`src/rtl/cmd_pkg.sv`:
```
// Shared types and helpers for the command frame receiver.
// Holds the CRC-8 step function and the FSM state encoding.
package cmd_pkg;

    localparam logic [7:0] CRC8_POLY_DEFAULT = 8'h07;

    typedef enum logic {
        ST_IDLE    = 1'b0,
        ST_COLLECT = 1'b1
    } state_e;

    // One byte of MSB-first CRC-8, no reflection, no final XOR.
    function automatic logic [7:0] crc8_step(
        input logic [7:0] crc,
        input logic [7:0] data,
        input logic [7:0] poly
    );
        logic [7:0] c;
        c = crc ^ data;
        for (int i = 0; i < 8; i++) begin
            c = c[7] ? ((c << 1) ^ poly) : (c << 1);
        end
        return c;
    endfunction

endpackage

```
`src/rtl/crc8_byte.sv`:
```
// Combinational single-byte CRC-8 step.
// Wraps the package function so the top carries exactly one CRC datapath.
module crc8_byte
    import cmd_pkg::*;
#(
    parameter logic [7:0] POLY = CRC8_POLY_DEFAULT
) (
    input  logic [7:0] crc_in,
    input  logic [7:0] data_in,
    output logic [7:0] crc_out
);

    assign crc_out = crc8_step(crc_in, data_in, POLY);

endmodule

```
`src/rtl/cmd_frame_rx.sv`:
```
// Command frame receiver: collects toggle-strobed bytes into a frame,
// checks a trailing CRC-8 and holds the result on a valid/ready register.
module cmd_frame_rx
    import cmd_pkg::*;
#(
    parameter int         FRAME_BYTES    = 4,
    parameter bit         CRC_EN         = 1'b1,
    parameter logic [7:0] CRC_POLY       = CRC8_POLY_DEFAULT,
    parameter logic [7:0] CRC_INIT       = 8'h00,
    parameter int         TIMEOUT_CYCLES = 1024
) (
    input  logic                     clk,
    input  logic                     reset,
    input  logic                     en,
    input  logic [7:0]               in_byte,
    input  logic                     byte_tog,
    output logic [FRAME_BYTES*8-1:0] frame_data,
    output logic                     frame_valid,
    input  logic                     frame_ready,
    output logic                     crc_ok,
    output logic                     busy,
    output logic                     overrun,
    output logic                     timeout
);

    localparam int FW = FRAME_BYTES * 8;
    localparam int PW = FW - 8;
    localparam int IW = $clog2(FRAME_BYTES);
    localparam logic [IW-1:0] LAST_IDX = IW'(FRAME_BYTES - 1);
    localparam logic [15:0] TO_LAST = 16'(TIMEOUT_CYCLES - 1);
    localparam bit TO_EN = (TIMEOUT_CYCLES != 0);

    state_e          state_q, state_d;
    logic [IW-1:0]   idx_q, idx_d;
    logic [7:0]      crc_q, crc_d;
    logic [PW-1:0]   shift_q, shift_d;
    logic [15:0]     tcnt_q, tcnt_d;
    logic            tog_q, tog_d;
    logic            armed_q, armed_d;
    logic [FW-1:0]   data_q, data_d;
    logic            valid_q, valid_d;
    logic            crc_ok_q, crc_ok_d;
    logic            overrun_q, overrun_d;
    logic            timeout_q, timeout_d;

    logic            byte_stb;
    logic            complete;
    logic [7:0]      crc_seed;
    logic [7:0]      crc_next;
    logic [PW+7:0]   shift_in;

    assign byte_stb = en & armed_q & (byte_tog ^ tog_q);
    assign crc_seed = (state_q == ST_IDLE) ? CRC_INIT : crc_q;
    assign shift_in = {shift_q, in_byte};

    crc8_byte #(
        .POLY    (CRC_POLY)
    ) u_crc (
        .crc_in  (crc_seed),
        .data_in (in_byte),
        .crc_out (crc_next)
    );

    // Next-state logic: byte collection, timeout and the output holder.
    always_comb begin
        state_d   = state_q;
        idx_d     = idx_q;
        crc_d     = crc_q;
        shift_d   = shift_q;
        tcnt_d    = tcnt_q;
        tog_d     = byte_tog;
        armed_d   = 1'b1;
        data_d    = data_q;
        valid_d   = valid_q;
        crc_ok_d  = crc_ok_q;
        overrun_d = 1'b0;
        timeout_d = 1'b0;
        complete  = 1'b0;

        if (valid_q && frame_ready) begin
            valid_d = 1'b0;
        end

        if (en) begin
            unique case (state_q)
                ST_IDLE: begin
                    if (byte_stb) begin
                        shift_d = shift_in[PW-1:0];
                        crc_d   = crc_next;
                        idx_d   = IW'(1);
                        tcnt_d  = '0;
                        state_d = ST_COLLECT;
                    end
                end
                ST_COLLECT: begin
                    if (byte_stb) begin
                        tcnt_d = '0;
                        if (idx_q == LAST_IDX) begin
                            complete = 1'b1;
                            idx_d    = '0;
                            state_d  = ST_IDLE;
                        end else begin
                            shift_d = shift_in[PW-1:0];
                            crc_d   = crc_next;
                            idx_d   = idx_q + IW'(1);
                        end
                    end else if (TO_EN && tcnt_q == TO_LAST) begin
                        tcnt_d    = '0;
                        idx_d     = '0;
                        state_d   = ST_IDLE;
                        timeout_d = 1'b1;
                    end else begin
                        tcnt_d = tcnt_q + 16'd1;
                    end
                end
                default: state_d = ST_IDLE;
            endcase
        end

        if (complete) begin
            if (!valid_q || frame_ready) begin
                data_d   = shift_in;
                valid_d  = 1'b1;
                crc_ok_d = CRC_EN ? (crc_q == in_byte) : 1'b1;
            end else begin
                overrun_d = 1'b1;
            end
        end
    end

    // All state registers with asynchronous active-high reset.
    always_ff @(posedge clk or posedge reset) begin
        if (reset) begin
            state_q   <= ST_IDLE;
            idx_q     <= '0;
            crc_q     <= '0;
            shift_q   <= '0;
            tcnt_q    <= '0;
            tog_q     <= 1'b0;
            armed_q   <= 1'b0;
            data_q    <= '0;
            valid_q   <= 1'b0;
            crc_ok_q  <= 1'b0;
            overrun_q <= 1'b0;
            timeout_q <= 1'b0;
        end else begin
            state_q   <= state_d;
            idx_q     <= idx_d;
            crc_q     <= crc_d;
            shift_q   <= shift_d;
            tcnt_q    <= tcnt_d;
            tog_q     <= tog_d;
            armed_q   <= armed_d;
            data_q    <= data_d;
            valid_q   <= valid_d;
            crc_ok_q  <= crc_ok_d;
            overrun_q <= overrun_d;
            timeout_q <= timeout_d;
        end
    end

    assign frame_data  = data_q;
    assign frame_valid = valid_q;
    assign crc_ok      = crc_ok_q;
    assign busy        = (state_q == ST_COLLECT);
    assign overrun     = overrun_q;
    assign timeout     = timeout_q;

endmodule
```
`config.mk`:
```
export PLATFORM = sky130hd
export DESIGN_NAME = cmd_frame_rx
export DESIGN_NICKNAME = d
export VERILOG_FILES = /design/src/rtl/cmd_pkg.sv /design/src/rtl/crc8_byte.sv /design/src/rtl/cmd_frame_rx.sv
export SDC_FILE = /design/constraint.sdc
export NUM_CORES = 1
export LEC_CHECK = 0
export BUFFER_PORTS_ARGS = -buffer_cell sky130_fd_sc_hd__clkbuf_2
export CORE_MARGIN = 2
export CORE_UTILIZATION = 30
export CTS_BUF_LIST = sky130_fd_sc_hd__clkbuf_8
export CTS_CLUSTER_SIZE = 20
export DETAILED_ROUTE_END_ITERATION = 16
export PLACE_DENSITY = 0.53
export SLEW_MARGIN = 0
export SYNTH_ARGS = -nofsm -noshare
export SYNTH_HDL_FRONTEND = slang
export SYNTH_SLANG_ARGS = --single-unit
```
`constraint.sdc`:
```
create_clock -name clk -period 2.4 [get_ports clk]
set_clock_uncertainty 0.2 [all_clocks]
set_input_delay 0.12 -clock clk [delete_from_list [all_inputs] [get_ports clk]]
set_output_delay 0.12 -clock clk [all_outputs]
set_load 0.01 [all_outputs]
```
==> results of run 1 <==
path summary, 6_finish.rpt:
check	start	to	slack, ns	depth (start not counted)
worst max-delay path	busy	crc_q[2]	0.17	6
worst min-delay path	reset	overrun	0.15	3
worst max register to register	busy	crc_q[2]	0.17	6
worst min register to register	tcnt_q[8]	tcnt_q[8]	0.28	1
max in group asynchronous	reset	frame_data[4]	1.28	4
min in group clk	byte_tog	tog_q	0.24	2
final cells by class:
cell class                 count  area, sq um
fill                        1333         8390
clock buffer                  10          138
timing repair buffer          71          493
multi-input combinational    235         1820
clock inverter                 6         42.5
tap                          176          220
inverter                       5         22.5
sequential                    89         2230
cells in the final DEF (no fill, tap or decap), types with 3 or more instances in the layout:
| master | count |
|---|---|
| clkbuf_8 | 10 |
| and3_1 | 9 |
| o21ai_1 | 9 |
| nand2b_1 | 8 |
| a21oi_1 | 4 |
| nand3_1 | 9 |
| buf_4 | 5 |
| o21ai_0 | 15 |
| clkbuf_2 | 49 |
| xnor2_1 | 21 |
| inv_1 | 5 |
| mux2i_1 | 5 |
| nor2_1 | 15 |
| o31ai_1 | 10 |
| nand4_1 | 5 |
| buf_12 | 4 |
| dlygate4sd3_1 | 13 |
| mux2_2 | 29 |
| mux2_1 | 29 |
| nand2_1 | 26 |
| xor2_1 | 8 |
| nor2b_1 | 4 |
| dfrtp_1 | 89 |
| nor3_1 | 3 |
state kept, by name, indices dropped and copies added, names as in the netlist:
signal       flops
tog_q            1
frame_data      32
idx_q            2
armed_q          1
busy             1
crc_ok           1
crc_q            8
overrun          1
shift_q         24
tcnt_q          16
timeout          1
frame_valid      1
power groups by stage:
stage                     Clock, mW  Sequential (mW)  Combinational [mW]
after floorplan                   0             2.33                1.21
after global placement            0             2.37                1.61
after detailed placement          0             2.39                1.64
after CTS                      1.01             2.36                1.66
after global routing           1.08             2.43                1.82
final                         0.951             2.35                1.63
cell families (layout without fill, tap and decap cells):
family	after synthesis	count (layout)	share of synthesized area, %
DFF	89	89	53.8
and+or+nand+nor	88	88	10.7
muxes	64	64	17.3
AOI/OAI and AO/OA	48	48	7.55
xor gates and xnor gates	32	32	7.49
buffers and inverters	25	92	2.45
adders and majority gates	2	2	0.604
other	1	1	0.0905
layer usage:
layer | global-route usage [%] | vias up | part of all wire [%]
li1 | - | 1338 | -
met2 | 19.1 | 37 | 47
met5 | 0 | - | 0
met3 | 3.85 | 10 | 3.3
met1 | 16.2 | 1392 | 48
met4 | 4.31 | 0 | 1.6
worst reg2reg max path, delay by kind of cell, from the launching register on:
family / cells / cell delay (ns)
XOR/XNOR: 2 / 0.54
AND/OR/NAND/NOR: 1 / 0.11
multiplexers: 1 / 0.29
AO/OA/AOI/OAI: 2 / 0.21
flip-flops: 1 / 0.76
timing repair:
item,CTS,global route
gates resized for setup,0,0
hold endpoints to repair,64,0
endpoints found under the setup margin,0,0
buffers inserted,0,0
hold buffers,13,0
==> metrics.log, run 1 <==
INFO  metric run_status = finished clean
INFO  metric layout-drive-gt1-share = 26.7%
INFO  metric number_of_diodes_added_for_antenna_fixing = 0
INFO  metric tritoncts_clock_tree = done
INFO  metric timing.final.setup_violations = 0
INFO  metric ys_warn_count = 0
INFO  metric cpLargestDelayFamily = flip-flops
INFO  metric async_flop_share = 100%
INFO  metric power_switching = 1.67 mW
INFO  metric fp.dieArea = 0.0148 sq mm
INFO  metric postPlaceCellArea = approximately 0.0046 sq mm
INFO  metric initialDrtViolationCount = 93
INFO  metric num_vias = 2777
INFO  metric worst_hold_slack = around 0.15 ns
INFO  metric cp-end-kind = flop
INFO  metric initial_utilization = between 30% and 40%
INFO  metric post_synthesis_cells = around 350
INFO  metric grt_pass1_vias = between 2000 and 3000
INFO  metric max_slew_margin = 57.8%
INFO  metric timing.critical_path.slowest_stage_cell = dfrtp_1
INFO  metric data_arrival_time_at_the_worst_slack_endpoint = roughly 2.3 ns
INFO  metric final_antenna_net_count = 0
INFO  metric routabilityCongestion = 0.739
INFO  metric pwr-share-comb = 33.1%
INFO  metric finalMaxSlewViolations = 0
INFO  metric clk_pin_slew = approximately 0.090 ns
INFO  metric dp.final_hpwl = around 5600 microns
INFO  metric globalRouteOverflowTotal = 0
INFO  metric grt.total_usage = roughly an eighth
INFO  metric post-synth-top-count-cell = dfrtp_1
INFO  metric placement.setup.worst_slack = roughly 0.17 ns
INFO  metric design_power_total = 4.94 mW
INFO  metric pwr-share-clk = 19.3%
INFO  metric grt_max_degree = 37
INFO  metric cts-root-buf = clkbuf_8
INFO  metric postLayoutCoreUtil = 37.2%
INFO  metric route.final.wire_length = between 8000 and 9000 microns
INFO  metric timing.critical_path.fanout_max = 18
INFO  metric synth_seq_cells = 89
INFO  metric final.setup.worst_slack = between 0.15 and 0.2 ns
INFO  metric crit_path_max_incr_delay = ~0.76 ns
INFO  metric power.internal = ~3.3 mW
INFO  metric tritoncts.num_buffers = 9
INFO  metric place.detailed.instances = approximately 560
INFO  metric area_growth = 19.7%
INFO  metric hold_class = in2async
INFO  metric synth_fp_nets = ~360
INFO  metric chipWidth = about 120 microns
INFO  metric worst-path-buf-inv = 0
INFO  metric number_of_enable_type_register_cells_in_the_synthesized_netlist = 0
INFO  metric number_of_antenna_violations_at_the_first_check_in_global_routing = 0
INFO  metric post_route_drc = 0
INFO  metric design_area = around 0.0050 sq mm
INFO  metric static-leakage-power = 2.35 nW
INFO  metric synth_ff_type = dfrtp_1
INFO  metric synth_commonest_cells = 89 x dfrtp_1, 29 x mux2_1, 29 x mux2_2, 26 x nand2_1, 21 x xnor2_1
INFO  metric seq_power_share = about 48%
INFO  metric route.detailed.vias_per_inst = 4.69
INFO  metric std_cell_rows = 42
INFO  metric synth_top_area_share = a little over half
INFO  metric routed_wire_length_per_instance = about 14 microns
INFO  metric dr.pass1.iters = 4
INFO  metric worst-setup-path-type = reg2reg
INFO  metric nets = roughly 430
INFO  metric cts_htree_levels = 3
INFO  metric rsz_0062_raised_after_global_routing = false
INFO  metric port_buffers = 49
INFO  metric vdd.ir_drop.worst = just under 0.5 mV
INFO  metric synth_seq_area_share = about 54%
INFO  metric coreArea = 0.0133 sq mm
INFO  metric syn_area_per_cell = approximately 12 sq um
INFO  metric yosys-top-cells-area = dfrtp_1 54%, mux2_1 7.9%, mux2_2 7.9%
INFO  metric die-height = about 120 microns
INFO  metric power.switching_fraction = ~34%
INFO  metric crit_path_cell_trace = nand2b_1 -> mux2_2 -> xnor2_1 -> xor3_1 -> a21oi_1 -> a221oi_2
INFO  metric hold_viol = 0
INFO  metric clockBufferDepth = 2
INFO  metric worst-endpoint-required = ~2.5 ns
INFO  metric tritoncts_num_sinks = between 80 and 90
INFO  metric io_pins = 50
INFO  metric clk_latency = about 0.37 ns
INFO  metric cp-start-kind = flop
INFO  metric synthDistinctLibCells = 42
INFO  metric maxCapViolations = 0
INFO  metric mappedNetlistArea = between 0.004 and 0.005 sq mm
INFO  metric fmax = 0.449 GHz
INFO  metric fin_cells = 592
INFO  metric global_route_wire_length_before_repair = roughly 14000 microns
INFO  metric setup_total_negative_slack = 0 ns
INFO  metric timing_worst_slew_pin_value = between 0.6 and 0.7 ns
INFO  metric power_density = approximately 1000 mW/mm^2
INFO  metric timing.final.crit_share = around 93%
INFO  metric synth_top_area_cell = dfrtp_1
INFO  metric finalWorstPathRequiredPeriod = roughly 2.2 ns
Power figures use the tool's default switching activity.
==> run 2, diff against run 1 <==
Settings changed: GPL_TIMING_DRIVEN set to 0, PLACE_DENSITY 0.53 to 0.52.
Clock period 2.4 ns to 2.6 ns, I/O delays scaled along.
==> metrics.log, run 2 (same netlist as run 1, synthesis figures left out) <==
INFO  metric design_power_total = 4.72 mW
INFO  metric routabilityCongestion = roughly 0.76
INFO  metric fp.dieArea = ~0.015 sq mm
INFO  metric number_of_diodes_added_for_antenna_fixing = 0
INFO  metric clk_latency = 0.37 ns
INFO  metric layout-drive-gt1-share = between 20% and 30%
INFO  metric num_vias = about 2800
INFO  metric die-height = 122 microns
INFO  metric timing.final.crit_share = 92.6%
INFO  metric clk_pin_slew = about 0.080 ns
INFO  metric layout.cells.most_common = dfrtp_1
INFO  metric route.detailed.vias_per_inst = 4.65
INFO  metric reg2reg_to = crc_q[3]
INFO  metric finalWorstPathRequiredPeriod = around 2.4 ns
INFO  metric max_slew_margin = 64.6%
INFO  metric grt_max_degree = 43
INFO  metric tritoncts.num_buffers = 9
INFO  metric clockBufferDepth = 2
INFO  metric initialDrtViolationCount = 162
INFO  metric final_antenna_net_count = 0
INFO  metric coreArea = 0.0133 sq mm
INFO  metric worst-setup-path-type = in2reg
INFO  metric vdd.ir_drop.worst = between 0.3 and 0.4 mV
INFO  metric dr.pass1.iters = 4
INFO  metric nets = between 400 and 500
INFO  metric cp-start-kind = primary input
INFO  metric routed_wire_length_per_instance = around 14 microns
INFO  metric cp-end-kind = flop
INFO  metric timing.final.setup_violations = 0
INFO  metric hold_viol = 0
INFO  metric cts-root-buf = clkbuf_8
INFO  metric static-leakage-power = between 2 and 2.5 nW
INFO  metric grt.total_usage = between 10% and 20%
INFO  metric tritoncts_num_sinks = 89
INFO  metric fmax = about 0.42 GHz
INFO  metric post_route_drc = 0
INFO  metric tritoncts_clock_tree = done
INFO  metric route.final.wire_length = ~8700 microns
INFO  metric data_arrival_time_at_the_worst_slack_endpoint = about 2.5 ns
INFO  metric globalRouteOverflowTotal = 0
INFO  metric reg2reg_depth = 6
INFO  metric largest_register_ffs = 32
INFO  metric timing_worst_slew_pin_value = 0.529 ns
INFO  metric initial_utilization = a little under a third
INFO  metric port_buffers = between 40 and 50
INFO  metric grt_pass1_vias = a little under 3000
INFO  metric area_growth = 20.0%
INFO  metric layout_common_cells = 89 x dfrtp_1, 51 x clkbuf_2, 29 x mux2_2, 29 x mux2_1, 26 x nand2_1
INFO  metric rsz_0062_raised_after_global_routing = false
INFO  metric timing.reg2reg.setup_slack = 0.21 ns
INFO  metric timing.rr.start = idx_q[0]
INFO  metric global_route_wire_length_before_repair = ~15000 microns
INFO  metric postLayoutCoreUtil = 37.2%
INFO  metric run_status = finished clean
INFO  metric io_pins = 50
INFO  metric dp.final_hpwl = 6150 microns
INFO  metric finalMaxSlewViolations = 0
INFO  metric placement.setup.worst_slack = between 0.08 and 0.09 ns
INFO  metric cts_htree_levels = 3
INFO  metric chipWidth = between 100 and 150 microns
INFO  metric maxCapViolations = 0
INFO  metric power_density = around 950 mW/mm^2
INFO  metric worst-endpoint-required = between 2 and 3 ns
INFO  metric timing.critical_path.fanout_max = 10
INFO  metric std_cell_rows = 42
INFO  metric final.setup.worst_slack = a little under 0.2 ns
INFO  metric setup_total_negative_slack = 0 ns
INFO  metric hold_class = in2async
INFO  metric number_of_antenna_violations_at_the_first_check_in_global_routing = 0
## run 2: layout make-up
| cell class | count | area [sq um] |
|---|---|---|
| clock inverter | 5 | 75.1 |
| tap | 176 | 220 |
| inverter | 5 | 22.5 |
| fill | 1340 | 8380 |
| buffer | 20 | 86.3 |
| timing repair buffer | 62 | 400 |
| multi-input combinational | 235 | 1810 |
| clock buffer | 9 | 124 |
| sequential | 89 | 2230 |
## run 2: how the worst max path moves through the flow
stage / slack, ns / from / depth (start not counted) / endpoint
finish: 0.19 / byte_tog / 9 / frame_data[2]
CTS: 0.07 / busy / 5 / shift_q[3]
detailed placement: 0.09 / busy / 5 / shift_q[16]
global placement: 0.12 / busy / 5 / shift_q[0]
floorplan: 0.55 / crc_q[7] / 7 / crc_q[2]
global route: 0.008 / idx_q[0] / 6 / crc_q[3]
## run 2: metrics by stage
stage	hold slack (ns)	cells	area (sq um)
global placement	0.0791	573	4610
CTS	0.0354	601	4970
global route	0.0540	601	4970
finish	0.0508	601	4970
detailed placement	-0.113	575	4650
floorplan	-0.0386	349	4150
## run 2: where the power goes
part	total [mW]	leakage (nW)	internal, mW	switching, mW
registers	2.11	1.15	1.83	0.282
logic	1.60	1.09	0.823	0.781
clock network	1.00	0.104	0.524	0.479
total	4.72	2.35	3.17	1.54
## run 2: per-layer routing
metal  up-vias  part of all wire [%]  track usage (%)
met3        10                   3.5             3.20
li1       1359                     -                -
met1      1374                    50             18.2
met2        50                    45             18.9
met5         -                     0                0
met4         0                   1.7             5.96
## run 2: repair_timing
action | 4_1_cts | 5_1_grt
hold buffers | 12 | 0
hold endpoints to repair | 69 | 0
buffers inserted | 0 | 0
resized for setup | 0 | 6
endpoints found under the setup margin | 0 | 26
## run 2: worst max-delay path, cell delays in order
cell           delay [ns]
dlygate4sd3_1        0.54
clkbuf_2             0.13
xor2_1               0.17
and2_1               0.19
nand4_1              0.15
nand2b_1             0.13
clkbuf_1             0.30
buf_2                0.36
mux2_1               0.35
==> run 3, diff against run 2 <==
Clock period 2.6 ns to 3 ns, I/O delays scaled along.
==> metrics.log, run 3 (same netlist as run 1, synthesis figures left out) <==
INFO  metric layout.cells.most_common = dfrtp_1
INFO  metric grt.total_usage = ~13%
INFO  metric use_met3 = roughly 3.1%
INFO  metric run_status = finished clean
INFO  metric crit_path_max_incr_delay = 0.53 ns
INFO  metric worst-endpoint-required = 3.05 ns
INFO  metric maxCapViolations = 0
INFO  metric static-leakage-power = about 2.3 nW
INFO  metric grt_pass1_vias = approximately 2800
INFO  metric reg2reg_depth = 5
INFO  metric cts-root-buf = clkbuf_8
INFO  metric port_buffers = 48
INFO  metric hold_class = in2async
INFO  metric number_of_antenna_violations_at_the_first_check_in_global_routing = 0
INFO  metric chipWidth = 122 microns
INFO  metric clk_latency = 0.37 ns
INFO  metric fmax = 0.407 GHz
INFO  metric initialDrtViolationCount = approximately 200
INFO  metric routabilityCongestion = 0.769
INFO  metric pwr-share-comb = between 30% and 40%
INFO  metric number_of_diodes_added_for_antenna_fixing = 0
INFO  metric power.internal = between 2 and 3 mW
INFO  metric timing_worst_slew_pin_value = a little over 0.6 ns
INFO  metric seq_area = 0.00223 sq mm
INFO  metric globalRouteOverflowTotal = 0
INFO  metric timing.rr.start = busy
INFO  metric cts.repair_timing.setup_buffer_count = 0
INFO  metric cts_htree_levels = 3
INFO  metric power_switching = 1.39 mW
INFO  metric vdd.ir_drop.worst = around 0.48 mV
INFO  metric grt_max_degree = between 40 and 50
INFO  metric route.detailed.vias_per_inst = ~4.7
INFO  metric tritoncts.num_buffers = 9
INFO  metric timing.final.setup_violations = 0
INFO  metric largest_register_ffs = 32
INFO  metric clockBufferDepth = 2
INFO  metric multi_input_comb_area = roughly 0.0018 sq mm
INFO  metric num_vias = around 2800
INFO  metric setup_total_negative_slack = 0 ns
INFO  metric max_slew_margin = between 50% and 60%
INFO  metric n_fill_cell = 1377
INFO  metric nets = 436
INFO  metric area_growth = 20.2%
INFO  metric clk_pin_slew = approximately 0.10 ns
INFO  metric pwr-share-clk = between 20% and 30%
INFO  metric power.switching_fraction = ~33%
INFO  metric tritoncts_num_sinks = roughly 90
INFO  metric grt_most_used_layer = met2
INFO  metric dp.final_hpwl = between 6000 and 7000 microns
INFO  metric std_cell_rows = 42
INFO  metric final_antenna_net_count = 0
INFO  metric finalMaxSlewViolations = 0
INFO  metric routed_wire_length_per_instance = between 10 and 15 microns
INFO  metric reg2reg_to = shift_q[17]
INFO  metric post_cts.resized_instances = 0
INFO  metric tritoncts_clock_tree = done
INFO  metric postPlaceCellArea = around 0.0046 sq mm
INFO  metric data_arrival_time_at_the_worst_slack_endpoint = roughly 2.5 ns
INFO  metric crit_cells = 5
INFO  metric grt_use_met2 = 19.5%
INFO  metric timing.final.crit_share = 81.8%
INFO  metric worst-path-buf-inv = 2
INFO  metric cp-end-kind = flop
INFO  metric cpLargestDelayFamily = buffers and inverters
INFO  metric timing.critical_path.fanout_max = 10
INFO  metric rsz_0062_raised_after_global_routing = false
INFO  metric route.final.wire_length = slightly below 9000 microns
INFO  metric die-height = approximately 120 microns
INFO  metric post_route_drc = 0
INFO  metric worst-setup-path-type = reg2reg
INFO  metric io_pins = 50
INFO  metric power_density = 836 mW/mm^2
INFO  metric timing.critical_path.slowest_stage_cell = clkbuf_1
INFO  metric finalWorstPathRequiredPeriod = around 2.5 ns
INFO  metric design_area = around 0.005 sq mm
INFO  metric cp-start-kind = flop
INFO  metric worst_hold_slack = around 0.19 ns
INFO  metric layout_common_cells = 89 x dfrtp_1, 48 x clkbuf_2, 29 x mux2_2, 29 x mux2_1, 26 x nand2_1
INFO  metric cts_hold_buf = 12
INFO  metric timing.reg2reg.setup_slack = between 0.5 and 0.6 ns
INFO  metric dr.pass1.iters = 4
INFO  metric seq_power_share = roughly 44%
INFO  metric initial_utilization = a little under a third
INFO  metric crit_path_cell_trace = clkbuf_1 -> nand2_1 -> nand4_1 -> clkbuf_1 -> mux2_2
INFO  metric fp.dieArea = about 0.015 sq mm
INFO  metric cp_dominant_cell_by_count = clkbuf_1
INFO  metric global_route.usage.met1 = ~18%
INFO  metric hold_viol = 0
INFO  metric layout-drive-gt1-share = approximately a quarter
INFO  metric global_route_wire_length_before_repair = 14700 microns
INFO  metric coreArea = roughly 0.013 sq mm
[run 3: changes by cell type in the layout (fill, tap and decap cells not counted)]
cell,previous run,this run
buf_12,2,0
buf_16,0,1
clkbuf_1,11,14
clkbuf_2,51,48
clkinv_2,0,1
clkinv_4,0,1
clkinvlp_4,2,1
inv_1,6,4
inv_4,0,1
inv_6,0,1
inv_8,0,1
[run 3: cell type report]
| cell class | instances | share of cell area [%] |
|---|---|---|
| plain buffers | 20 | 1.66 |
| flip-flops and latches | 89 | 44.7 |
| clock buffers | 9 | 2.49 |
| clock inverters | 7 | 2.04 |
| multi-input cells | 235 | 36.4 |
| well taps | 176 | 4.42 |
| repair buffers | 61 | 7.79 |
| inverters | 5 | 0.427 |
[run 3: stage by stage]
step,power (mW),utilization [%],worst slack (ns),cells
2_1_floorplan,2.82,-,0.343,349
3_3_place_gp,3.19,34.5,-0.818,573
3_5_place_dp,3.24,34.7,0.499,574
4_1_cts,4.22,37.3,0.490,602
5_1_grt,4.47,37.3,0.368,602
6_report,4.16,37.3,0.545,602
[run 3: per-layer routing]
layer	part of all wire, %	routed length [microns]
met1	49	4300
met2	47	4080
met3	3.3	287
met4	1.1	99
met5	0	0
[run 3: how the worst max path moves through the flow]
stage                     startpoint             to  slack [ns]
after floorplan                reset        armed_q        0.34
after global placement         reset  frame_data[8]       -0.82
after detailed placement        busy    shift_q[17]        0.50
after CTS                       busy    shift_q[13]        0.49
after global routing        byte_tog      tcnt_q[2]        0.37
final                           busy    shift_q[17]        0.54
[run 3: worst register-to-register path: stages, from the launching register on]
cell	delay [ns]
dfrtp_1	0.39
clkbuf_1	0.37
nand2_1	0.09
nand4_1	0.36
clkbuf_1	0.53
mux2_2	0.40
[run 3: power by group through the flow]
stage	Clock, mW	Combinational, mW	Sequential (mW)
6_report	0.944	1.39	1.83
3_5_place_dp	0	1.38	1.86
5_1_grt	1.03	1.54	1.89
2_1_floorplan	0	0.964	1.86
3_3_place_gp	0	1.35	1.84
4_1_cts	0.981	1.40	1.83
